[src/rtl/cpu_pkg.sv]
// cpu_pkg -- shared execute-stage types and constants | rev 1.0
`default_nettype none

package cpu_pkg;

  typedef enum logic [1:0] {
    IDLE = 2'd0,
    RUN  = 2'd1,
    DONE = 2'd2
  } mul_state_e;

  localparam int MUL_WIDTH = 32;
  // Cycles from the start-sampling edge to the done pulse; used by stall logic.
  localparam int MUL_LAT   = MUL_WIDTH;

endpackage

`default_nettype wire

[src/rtl/mul_seq.sv]
// mul_seq -- iterative shift-add multiplier, signed/unsigned, one bit per cycle | rev 1.0
`default_nettype none

module mul_seq
  import cpu_pkg::*;
#(
  parameter int WIDTH = MUL_WIDTH
) (
  input  logic               CLK,
  input  logic               RST,
  input  logic               start,
  input  logic               sign,
  input  logic [WIDTH-1:0]   op_a,
  input  logic [WIDTH-1:0]   op_b,
  output logic               busy,
  output logic               done,
  output logic [2*WIDTH-1:0] product
);

  localparam int PW = 2 * WIDTH;
  localparam int CW = (WIDTH > 1) ? $clog2(WIDTH) : 1;
  localparam logic [CW-1:0] CNT_LAST = CW'(WIDTH - 1);

  // Two's-complement negate when neg is set; narrower callers zero-extend and truncate.
  function automatic logic [PW-1:0] cond_neg(input logic [PW-1:0] v, input logic neg);
    return neg ? (~v + PW'(1)) : v;
  endfunction

  mul_state_e     state_q, state_d;
  logic [WIDTH-1:0] ma_q, ma_d;
  logic [WIDTH-1:0] mb_q, mb_d;
  logic [PW:0]      acc_q, acc_d;
  logic [CW-1:0]    cnt_q, cnt_d;
  logic             neg_q, neg_d;
  logic [PW-1:0]    product_q, product_d;

  logic             w_load;
  logic             w_last;
  logic [WIDTH:0]   w_sum;
  logic [PW:0]      w_acc_add;
  logic [PW:0]      w_acc_shr;
  logic [WIDTH-1:0] w_mag_a;
  logic [WIDTH-1:0] w_mag_b;

  assign w_load    = start && (state_q != RUN);
  assign w_last    = (cnt_q == CNT_LAST);
  assign w_sum     = acc_q[PW:WIDTH] + {1'b0, ma_q};
  assign w_acc_add = mb_q[0] ? {w_sum, acc_q[WIDTH-1:0]} : acc_q;
  assign w_acc_shr = w_acc_add >> 1;
  assign w_mag_a   = WIDTH'(cond_neg({{WIDTH{1'b0}}, op_a}, sign & op_a[WIDTH-1]));
  assign w_mag_b   = WIDTH'(cond_neg({{WIDTH{1'b0}}, op_b}, sign & op_b[WIDTH-1]));

  always_comb begin
    state_d   = state_q;
    ma_d      = ma_q;
    mb_d      = mb_q;
    acc_d     = acc_q;
    cnt_d     = cnt_q;
    neg_d     = neg_q;
    product_d = product_q;

    if (w_load) begin
      state_d = RUN;
      ma_d    = w_mag_a;
      mb_d    = w_mag_b;
      acc_d   = '0;
      cnt_d   = '0;
      neg_d   = (op_a[WIDTH-1] ^ op_b[WIDTH-1]) & sign;
    end else begin
      unique case (state_q)
        RUN: begin
          acc_d = w_acc_shr;
          mb_d  = mb_q >> 1;
          cnt_d = cnt_q + CW'(1);
          if (w_last) begin
            state_d   = DONE;
            product_d = cond_neg(w_acc_shr[PW-1:0], neg_q);
          end
        end
        DONE:    state_d = IDLE;
        default: state_d = IDLE;
      endcase
    end
  end

  always_ff @(posedge CLK or negedge RST) begin
    if (!RST) begin
      state_q   <= IDLE;
      ma_q      <= '0;
      mb_q      <= '0;
      acc_q     <= '0;
      cnt_q     <= '0;
      neg_q     <= 1'b0;
      product_q <= '0;
    end else begin
      state_q   <= state_d;
      ma_q      <= ma_d;
      mb_q      <= mb_d;
      acc_q     <= acc_d;
      cnt_q     <= cnt_d;
      neg_q     <= neg_d;
      product_q <= product_d;
    end
  end

  assign busy    = (state_q == RUN);
  assign done    = (state_q == DONE);
  assign product = product_q;

endmodule

`default_nettype wire

[config.mk]
export PLATFORM = sky130hd
export DESIGN_NAME = mul_seq
export DESIGN_NICKNAME = d
export VERILOG_FILES = /design/src/rtl/cpu_pkg.sv /design/src/rtl/mul_seq.sv
export SDC_FILE = /design/constraint.sdc
export NUM_CORES = 1
export LEC_CHECK = 0
export CAP_MARGIN = 20
export CORE_MARGIN = 10
export CORE_UTILIZATION = 50
export DETAILED_ROUTE_END_ITERATION = 8
export PLACE_DENSITY = 0.74
export SETUP_SLACK_MARGIN = 0.3
export SLEW_MARGIN = 30
export SYNTH_ARGS = -nofsm -noshare
export SYNTH_HDL_FRONTEND = slang
export SYNTH_SLANG_ARGS = --single-unit
[constraint.sdc]
create_clock -name CLK -period 4.87 [get_ports CLK]
set_clock_uncertainty 0.2 [all_clocks]
set_input_delay 0.974 -clock CLK [delete_from_list [all_inputs] [get_ports CLK]]
set_output_delay 0.974 -clock CLK [all_outputs]
set_load 0.1 [all_outputs]
==> results of run 1 <==
-- placed cells by master, fill, tap and decap left out, types with 5 or more instances in the layout --
cell type	synthesis	layout
nand2_1	258	257
dfrtp_1	199	197
o31ai_1	25	24
buf_4	0	37
a21o_1	11	11
clkdlybuf4s50_1	0	129
or4_1	9	8
or4_4	4	5
nor2_1	84	84
xor2_1	62	62
mux2_2	7	7
o41ai_1	9	9
a211oi_1	10	10
nor3_1	22	22
nor2b_1	9	9
mux2i_1	23	21
o211ai_1	8	8
and3_1	8	8
or3_1	24	23
o21a_1	10	10
nand4_1	19	19
xnor2_1	71	71
nand2b_1	9	8
a31oi_1	13	13
clkbuf_16	0	17
nand3b_1	61	61
o21ai_1	6	6
o21ai_0	206	206
nand3_1	25	25
inv_1	25	24
ha_1	37	37
nor4_1	13	13
a21oi_1	97	96
-- sequential cells by signal, summed over array words and instances (netlist names) --
name     cells
acc_q       63
cnt_q        5
ma_q        32
mb_q        32
neg_q        1
product     64
state_q      2
-- routing by layer --
| metal | vias up | GRT usage |
|---|---|---|
| li1 | 5574 | - |
| met1 | 5452 | 0.291 |
| met2 | 344 | 0.336 |
| met3 | 43 | 0.0394 |
| met4 | 0 | 0.0673 |
| met5 | - | 0 |
-- kinds of logic (layout without fill, tap and decap cells) --
group | count (synthesis) | in the layout | synth area share
buf+inv | 117 | 228 | 0.0346
xor+xnor | 133 | 133 | 0.0919
mux | 30 | 30 | 0.0244
compound gates | 431 | 431 | 0.198
flops | 199 | 199 | 0.393
simple gates | 568 | 568 | 0.221
fa+ha+maj | 38 | 38 | 0.0381
-- metrics by stage --
step	instances	hold WS, ps	util
floorplan	1516	243	-
detailed placement	1915	262	0.571
global placement	1915	259	0.571
finish	1957	277	0.600
global route	1957	302	0.600
CTS	1954	286	0.599
-- repair_timing --
action                     in CTS  in global routing
setup endpoints to repair       2                  6
buffers inserted                7                  3
cloned                          0                  0
pin swaps                       5                  4
gates resized for setup         6                  5
-- worst paths after layout --
kind,start,to,cells past startpoint
worst max-delay path,acc_q[12],product[63],11
worst min-delay path,mb_q[15],mb_q[14],2
max in group asynchronous,RST,ma_q[20],2
worst max register to register,acc_q[12],product[63],11
worst min register to register,mb_q[15],mb_q[14],2
min in group asynchronous,RST,mb_q[16],1
-- worst max-delay path: stages, from the launching register on --
cell	delay [ps]
dfrtp_1	380
or4_4	560
or4_4	530
or3_4	380
nor3_4	180
nand4_2	130
or3b_4	460
or4_4	460
or4_4	500
o41ai_4	310
xnor2_1	150
o21ai_1	70
-- cell type report --
type	count	area share
Multi-Input combinational cell	1200	0.487
Sequential cell	199	0.332
Timing Repair Buffer	170	0.107
Clock buffer	19	0.0295
Tap cell	330	0.0275
Clock inverter	13	0.0105
Inverter	26	0.00649
==> impl_metrics.py, run 1 <==
metrics = {
    "drt": {
        "drt_iter0_markers": 1058,
        "highest_layer": "met4",
        "drt-wirelength-per-cell_microns": 17.4,
        "vias": 11400,
        "wl_mm": 34.1,
        "wl_met1_mm": 15.5,
        "met2_length_mm": 15.8,
        "drc": 0,
        "met3_length_mm": 2.24,
        "via_per_inst": 5.83,
        "first_pass_iters": 5,
        "antenna_left": 0,
    },
    "synthesis": {
        "ys_types": 67,
        "yosys.area.top_type": "dfrtp_1",
        "postSynthCellCount": 1516,
        "synth_commonest_cells": "258 x nand2_1, 206 x o21ai_0, 199 x dfrtp_1",
        "synth-edff-count": 0,
        "synthTopCellsByArea": "dfrtp_1 39%, o21ai_0 8.1%, nand2_1 7.6%, xnor2_1 4.9%, xor2_1 4.3%",
        "yosysSeqAreaShare": 0.393,
        "synth_top_area_share": 0.393,
        "synth-async-reset-ratio": 1.00,
        "synth_area_sq_um": 12700,
        "ys.flop_type": "dfrtp_1",
        "ys_ff_latch": 199,
        "yosysMostFrequentCell": "nand2_1",
        "yosys_warnings": 0,
        "avgSynthCellArea_sq_um": 8.36,
        "syn_nets": 1622,
    },
    "clocking": {
        "cts_root_buffer": "clkbuf_16",
        "ctsHoldBuffers": 0,
        "clk_pin_slew_ps": 80,
        "ctsHtreeMaxLevel": 4,
        "cts_tree": "yes",
        "cts.sinks": 199,
        "worstSkewPairLatency_ps": 440,
        "numCtsBuffers": 17,
        "cts.path.max_buffers": 2,
    },
    "die": {
        "die-area_sq_um": 32100,
        "core_area_sq_um": 25000,
        "fp.dieW_microns": 179,
        "num_rows": 58,
        "die_h_microns": 179,
        "start_util": 0.506,
        "io_pins": 134,
    },
    "layout": {
        "finalNetCount": 1720,
        "fillCellCount": 2252,
        "fin_area_sq_um": 15000,
        "insertedDiodeCount": 0,
        "area_growth_pct": 18.5,
        "multiInputGateArea_sq_um": 7320,
        "drive_gt1_frac": 0.0676,
        "seq_area_sq_um": 4980,
    },
    "placement": {
        "hpwl_mm": 24.9,
        "dpl_cell_area_sq_um": 14300,
        "gp_congestion": 0.925,
        "port_buffers": 133,
        "preCtsSetupSlack_ps": 221,
    },
    "worst_setup_path": {
        "crit_path_max_fanout": 5,
        "cp-start-kind": "flop",
        "cp.arrival_ps": 4560,
        "rrSetupSlack_ps": 410,
        "criticalPathCategory": "flop to flop",
        "endpoint_kind": "flop",
        "required_ps": 4970,
    },
    "timing": {
        "timing.slew.headroom": 0.331,
        "period_needed_ps": 4460,
        "fmax_mhz": 224,
        "maxSlewViolCount": 0,
        "finalHoldViolations": 0,
        "tightest_slew_ps": 1000,
        "setup_tns_ps": 0,
        "finalCritPeriodShare": 0.916,
        "fin_ws_ps": 407,
        "setup_viol_count_final": 0,
        "rsz0062_at_grt": "true",
    },
    "global_route": {
        "grt_pass1_wl_mm": 55.9,
        "globalRouteOverflowTotal": 0,
        "grt_util_all_layers": 0.213,
        "grt_max_degree": 115,
        "antenna_found_initial": 1,
        "grt_pass1_vias": 11000,
    },
    "job": {
        "cap_violations": 0,
    },
    "outcome": {
        "status": "finished clean",
    },
    "worst_hold_path": {
        "hp-class": "flop to flop",
    },
}
Power of run 1 is left out: the tool's default activity adds up to more than one toggle a clock period on the data nets, which glitch-free logic cannot reach.
==> inputs of run 2 (changes only) <==
--- a/config.mk
+++ b/config.mk
@@ -9,7 +9,7 @@
 export CORE_MARGIN = 10
 export CORE_UTILIZATION = 50
 export DETAILED_ROUTE_END_ITERATION = 8
-export PLACE_DENSITY = 0.74
+export PLACE_DENSITY = 0.72
 export SETUP_SLACK_MARGIN = 0.3
 export SLEW_MARGIN = 30
 export SYNTH_ARGS = -nofsm -noshare
==> impl_metrics.py, run 2 (synthesis gave the netlist of run 1 again) <==
metrics = {
    "outcome": {
        "status": "finished clean",
    },
    "placement": {
        "placed_cells": 1914,
        "dpl_cell_area_sq_um": 14300,
        "gp_congestion": 0.927,
        "hpwl_mm": 24.5,
        "port_buffers": 133,
    },
    "drt": {
        "via_per_inst": 5.82,
        "drt-wirelength-per-cell_microns": 17.6,
        "antenna_left": 0,
        "drt_iter0_markers": 919,
        "wl_mm": 34.5,
        "drc": 0,
        "vias": 11400,
        "first_pass_iters": 5,
    },
    "layout": {
        "insertedDiodeCount": 0,
        "fin_area_sq_um": 15100,
        "fillCellCount": 2232,
        "largest_register_ffs": 64,
        "final_common_cell": "nand2_1",
        "final_util": 0.601,
        "final_cell_mix": "257 x nand2_1, 205 x o21ai_0, 195 x dfrtp_1",
        "area_growth_pct": 18.8,
        "finalNonFillerCells": 1959,
        "drive_gt1_frac": 0.0712,
        "finalNetCount": 1722,
    },
    "worst_setup_path": {
        "cp.arrival_ps": 4610,
        "required_ps": 4970,
        "criticalPathCategory": "flop to flop",
        "endpoint_kind": "flop",
        "cp-start-kind": "flop",
        "crit_path_max_fanout": 4,
    },
    "timing": {
        "setup_tns_ps": 0,
        "period_needed_ps": 4500,
        "finalCritPeriodShare": 0.925,
        "timing.slew.headroom": 0.314,
        "rsz0062_at_grt": "true",
        "setup_viol_count_final": 0,
        "maxSlewViolCount": 0,
        "fmax_mhz": 222,
        "finalHoldViolations": 0,
        "tightest_slew_ps": 1030,
    },
    "clocking": {
        "clk_pin_slew_ps": 80,
        "cts_tree": "yes",
        "numCtsBuffers": 17,
        "cts.path.max_buffers": 2,
        "cts.sinks": 199,
        "cts_root_buffer": "clkbuf_16",
        "ctsHoldBuffers": 0,
        "worstSkewPairLatency_ps": 450,
        "ctsHtreeMaxLevel": 4,
    },
    "die": {
        "die-area_sq_um": 32100,
        "core_area_sq_um": 25000,
        "num_rows": 58,
        "start_util": 0.506,
        "io_pins": 134,
        "die_h_microns": 179,
        "fp.dieW_microns": 179,
    },
    "global_route": {
        "globalRouteOverflowTotal": 0,
        "grt_pass1_vias": 11100,
        "grt_pass1_wl_mm": 56.4,
        "grt_max_degree": 130,
        "grt_util_all_layers": 0.215,
        "antenna_found_initial": 0,
    },
    "job": {
        "cap_violations": 0,
    },
    "worst_hold_path": {
        "hp-class": "flop to flop",
    },
}
==> run 2: cell count changes in the layout (fill, tap and decap cells not counted), moves of 2 or more <==
cell	delta
clkinv_4	+2
buf_4	+2
dfrtp_2	+2
dfrtp_1	-2
==> run 2: worst max-delay path, cell delays in order, from the launching register on <==
cell and delay, ps:
dfrtp_1 380, or4_4 560, or4_4 540, or3_4 380
nor3_4 170, nand4_2 140, or3b_4 430, or4_4 460
or4_4 560, o41ai_4 320, xnor2_1 150, o21ai_1 70
==> run 2: what timing repair did <==
action	CTS	global route
pin swaps	4	6
resized for setup	8	8
setup endpoints to repair	3	9
setup buffers	10	3
endpoints found under the hold margin	0	0
==> run 2: path summary, 6_finish.rpt <==
kind	from	depth (start not counted)	end	slack (ps)
worst max-delay path	acc_q[12]	11	product[63]	370
min in group asynchronous	RST	1	ma_q[2]	370
max in group asynchronous	RST	2	acc_q[56]	3120
worst max register to register	acc_q[12]	11	product[63]	370
worst min-delay path	mb_q[15]	2	mb_q[14]	280
worst min register to register	mb_q[15]	2	mb_q[14]	280
==> run 2: layer usage <==
metal  track usage  routed length (microns)  share of wire  vias up
met2         0.345                    16100           0.47      356
met3        0.0434                     2390          0.069       31
met4        0.0533                      488          0.014        0
met5             0                        0              0        -
met1         0.291                    15600           0.45     5426
li1              -                        -              -     5582
==> run 2: final cells by class <==
class,instances,area [sq um],area share
Sequential cell,199,4980,0.331
Clock inverter,15,159,0.0106
Clock buffer,17,425,0.0283
Timing Repair Buffer,172,1620,0.108
Multi-Input combinational cell,1200,7350,0.488
Inverter,26,97.6,0.00648
Tap cell,330,413,0.0274
==> run 2: through the flow <==
stage	setup WS [ps]	hold slack (ps)
global route	265	290
detailed placement	220	260
CTS	302	281
finish	366	280
global placement	295	259
floorplan	524	243
Power of run 2 is left out for the same reason.
==> edit: new RTL, settings of run 1 <==
Set the package constant `MUL_WIDTH` to 64 (it was 32).
--- a/src/rtl/cpu_pkg.sv
+++ b/src/rtl/cpu_pkg.sv
@@ -11,3 +11,3 @@
 
-  localparam int MUL_WIDTH = 32;
+  localparam int MUL_WIDTH = 64;
   // Cycles from the start-sampling edge to the done pulse; used by stall logic.
Interface: changed (resized op_a, op_b and product); port bits go from 134 to 262. No check against the original RTL was run, so the function may have changed too.
==> edit against run 1 <==
  * Sequential cell count rose by 193
  * Via count rose by 130%
  * Maximum frequency fell by 3.9%
  * Core utilization rose by 2.1 points
  * Wire length rose to 2.5 times the old value
  * Design area rose by 120%
  * Count of clock-buffer cells in the layout rose by 33
  * Synthesized area rose by 110%
  * Setup slack got worse by 180 ps
  * Highest routed layer is now met5
==> edit: results (changes against run 1) <==
<table>
<tr><th>Metric</th><th>Value</th></tr>
<tr><th colspan="2">Run status</th></tr>
<tr><td>Status</td><td>finished, final reports clean (unchanged)</td></tr>
<tr><th colspan="2">Min path</th></tr>
<tr><td>Type of the most critical hold path</td><td>input port to asynchronous set/reset pin (was flop to flop)</td></tr>
<tr><th colspan="2">Clock tree</th></tr>
<tr><td>Count of H-tree levels built during CTS</td><td>2 (was 4)</td></tr>
<tr><td>Buffer depth of the longest clock path</td><td>3 (was 2)</td></tr>
<tr><td>Clock-pin slew on the worst setup and hold paths</td><td>60 ps (was 80 ps)</td></tr>
<tr><td>Clock Latency Late Sink</td><td>600 ps (was 440 ps)</td></tr>
<tr><th colspan="2">Placement</th></tr>
<tr><td>Detailed placement HPWL</td><td>64200 um (was 24900 um)</td></tr>
<tr><td>Last weighted congestion value of the routability-driven placer</td><td>0.970 (was 0.925)</td></tr>
<tr><th colspan="2">Global routing</th></tr>
<tr><td>Global Route met1 Usage</td><td>34.4% (was 29.1%)</td></tr>
<tr><td>Initial antenna violation count</td><td>2 (was 1)</td></tr>
<tr><td>First-pass GRT wire length</td><td>137000 um (was 55900 um)</td></tr>
<tr><th colspan="2">Critical path</th></tr>
<tr><td>Worst setup slack for register-to-register paths</td><td>220 ps (was 410 ps)</td></tr>
<tr><td>Destination of the critical timing path</td><td>product[127] (was product[63])</td></tr>
<tr><td>End of the worst register-to-register path</td><td>product[127] (was product[63])</td></tr>
<tr><td>Library cell contributing the largest single delay on the critical path</td><td>or4b_4 (was or4_4)</td></tr>
<tr><td>Arr. time, crit path</td><td>4930 ps (was 4560 ps)</td></tr>
<tr><th colspan="2">Drt</th></tr>
<tr><td>Initial drt markers</td><td>2021 (was 1058)</td></tr>
<tr><td>Amount of wire on met2 after detailed routing</td><td>40500 um (was 15800 um)</td></tr>
<tr><td>Routed wire length per instance</td><td>20.1 um (was 17.4 um)</td></tr>
<tr><td>Via count</td><td>25744 (was 11413)</td></tr>
<tr><th colspan="2">Logic synthesis</th></tr>
<tr><td>Most frequent cells after synthesis</td><td>nand2_1 (641), o21ai_0 (492), dfrtp_1 (392) (was nand2_1 (258), o21ai_0 (206), dfrtp_1 (199))</td></tr>
<tr><td>Net count after synthesis</td><td>3549 (was 1622)</td></tr>
<tr><td>Share of the synthesized area in compound gates (AO/OA/AOI/OAI)</td><td>22.1% (was 19.8%)</td></tr>
<tr><td>Unique masters post-synth</td><td>90 (was 67)</td></tr>
<tr><td>Post-synthesis adder-cell area fraction</td><td>3.24% (was 3.81%)</td></tr>
<tr><th colspan="2">Cells and area</th></tr>
<tr><td>Fraction of final layout cells sized beyond drive strength 1</td><td>10.7% (was 6.76%)</td></tr>
<tr><td>Final net count</td><td>3798 (was 1720)</td></tr>
<tr><td>Fill cell total of the finished layout</td><td>4696 (was 2252)</td></tr>
<tr><th colspan="2">Timing</th></tr>
<tr><td>Worst hold-check slack</td><td>182 ps (was 277 ps)</td></tr>
</table>
## edit: cell types whose count changed after synthesis, sizes merged, moves of 42 or more
cell	run 1	this run
nand2	258	641
nor2	84	135
xor2	62	130
xnor2	71	122
o31ai	25	67
dfrtp	199	392
nor3	23	83
nand3b	61	126
o21ai	212	510
a21oi	97	153
clkbuf	81	186
## edit: metrics by stage
stage          area [um^2]  instances  setup WS [ps]  utilization, %
2_1_floorplan        26900       3348            330               -
3_3_place_gp         30700       4226           60.1            58.1
3_5_place_dp         30700       4226          -47.5            58.0
4_1_cts              32500       4312            250            61.4
5_1_grt              32800       4318           43.7            62.1
6_report             32800       4318            225            62.1
## edit: repair_timing
action                     4_1_cts  5_1_grt
resized for setup               50       79
pin swaps                       11       16
setup endpoints to repair       32       40
setup buffers                    9        5
## edit: area by class of cell
type	instances	area, um^2	share of cell area, %
antenna	1	2.50	0.00762
clock buffer	52	1150	3.50
clock inverter	25	294	0.895
inverter	51	196	0.598
multi-input combinational	2692	16700	50.8
sequential	392	9820	29.9
tap	688	861	2.62
timing repair buffer	417	3850	11.7
## edit: worst register-to-register path: cells and delay by family (launching register included)
family / cells / cell delay, ps
compound gates: 2 / 290
fa+ha+maj: 2 / 590
mux: 1 / 250
buf+inv: 5 / 690
flops: 1 / 350
simple gates: 9 / 2140
## edit: power groups by stage
stage | combinational, mW | sequential (mW) | clock (mW)
after floorplan | 8.57 | 8.41 | 0
after global placement | 15.9 | 6.12 | 0
after detailed placement | 16.0 | 6.15 | 0
after CTS | 16.4 | 6.12 | 3.49
after global routing | 18.4 | 6.33 | 3.62
final | 17.0 | 6.17 | 3.43
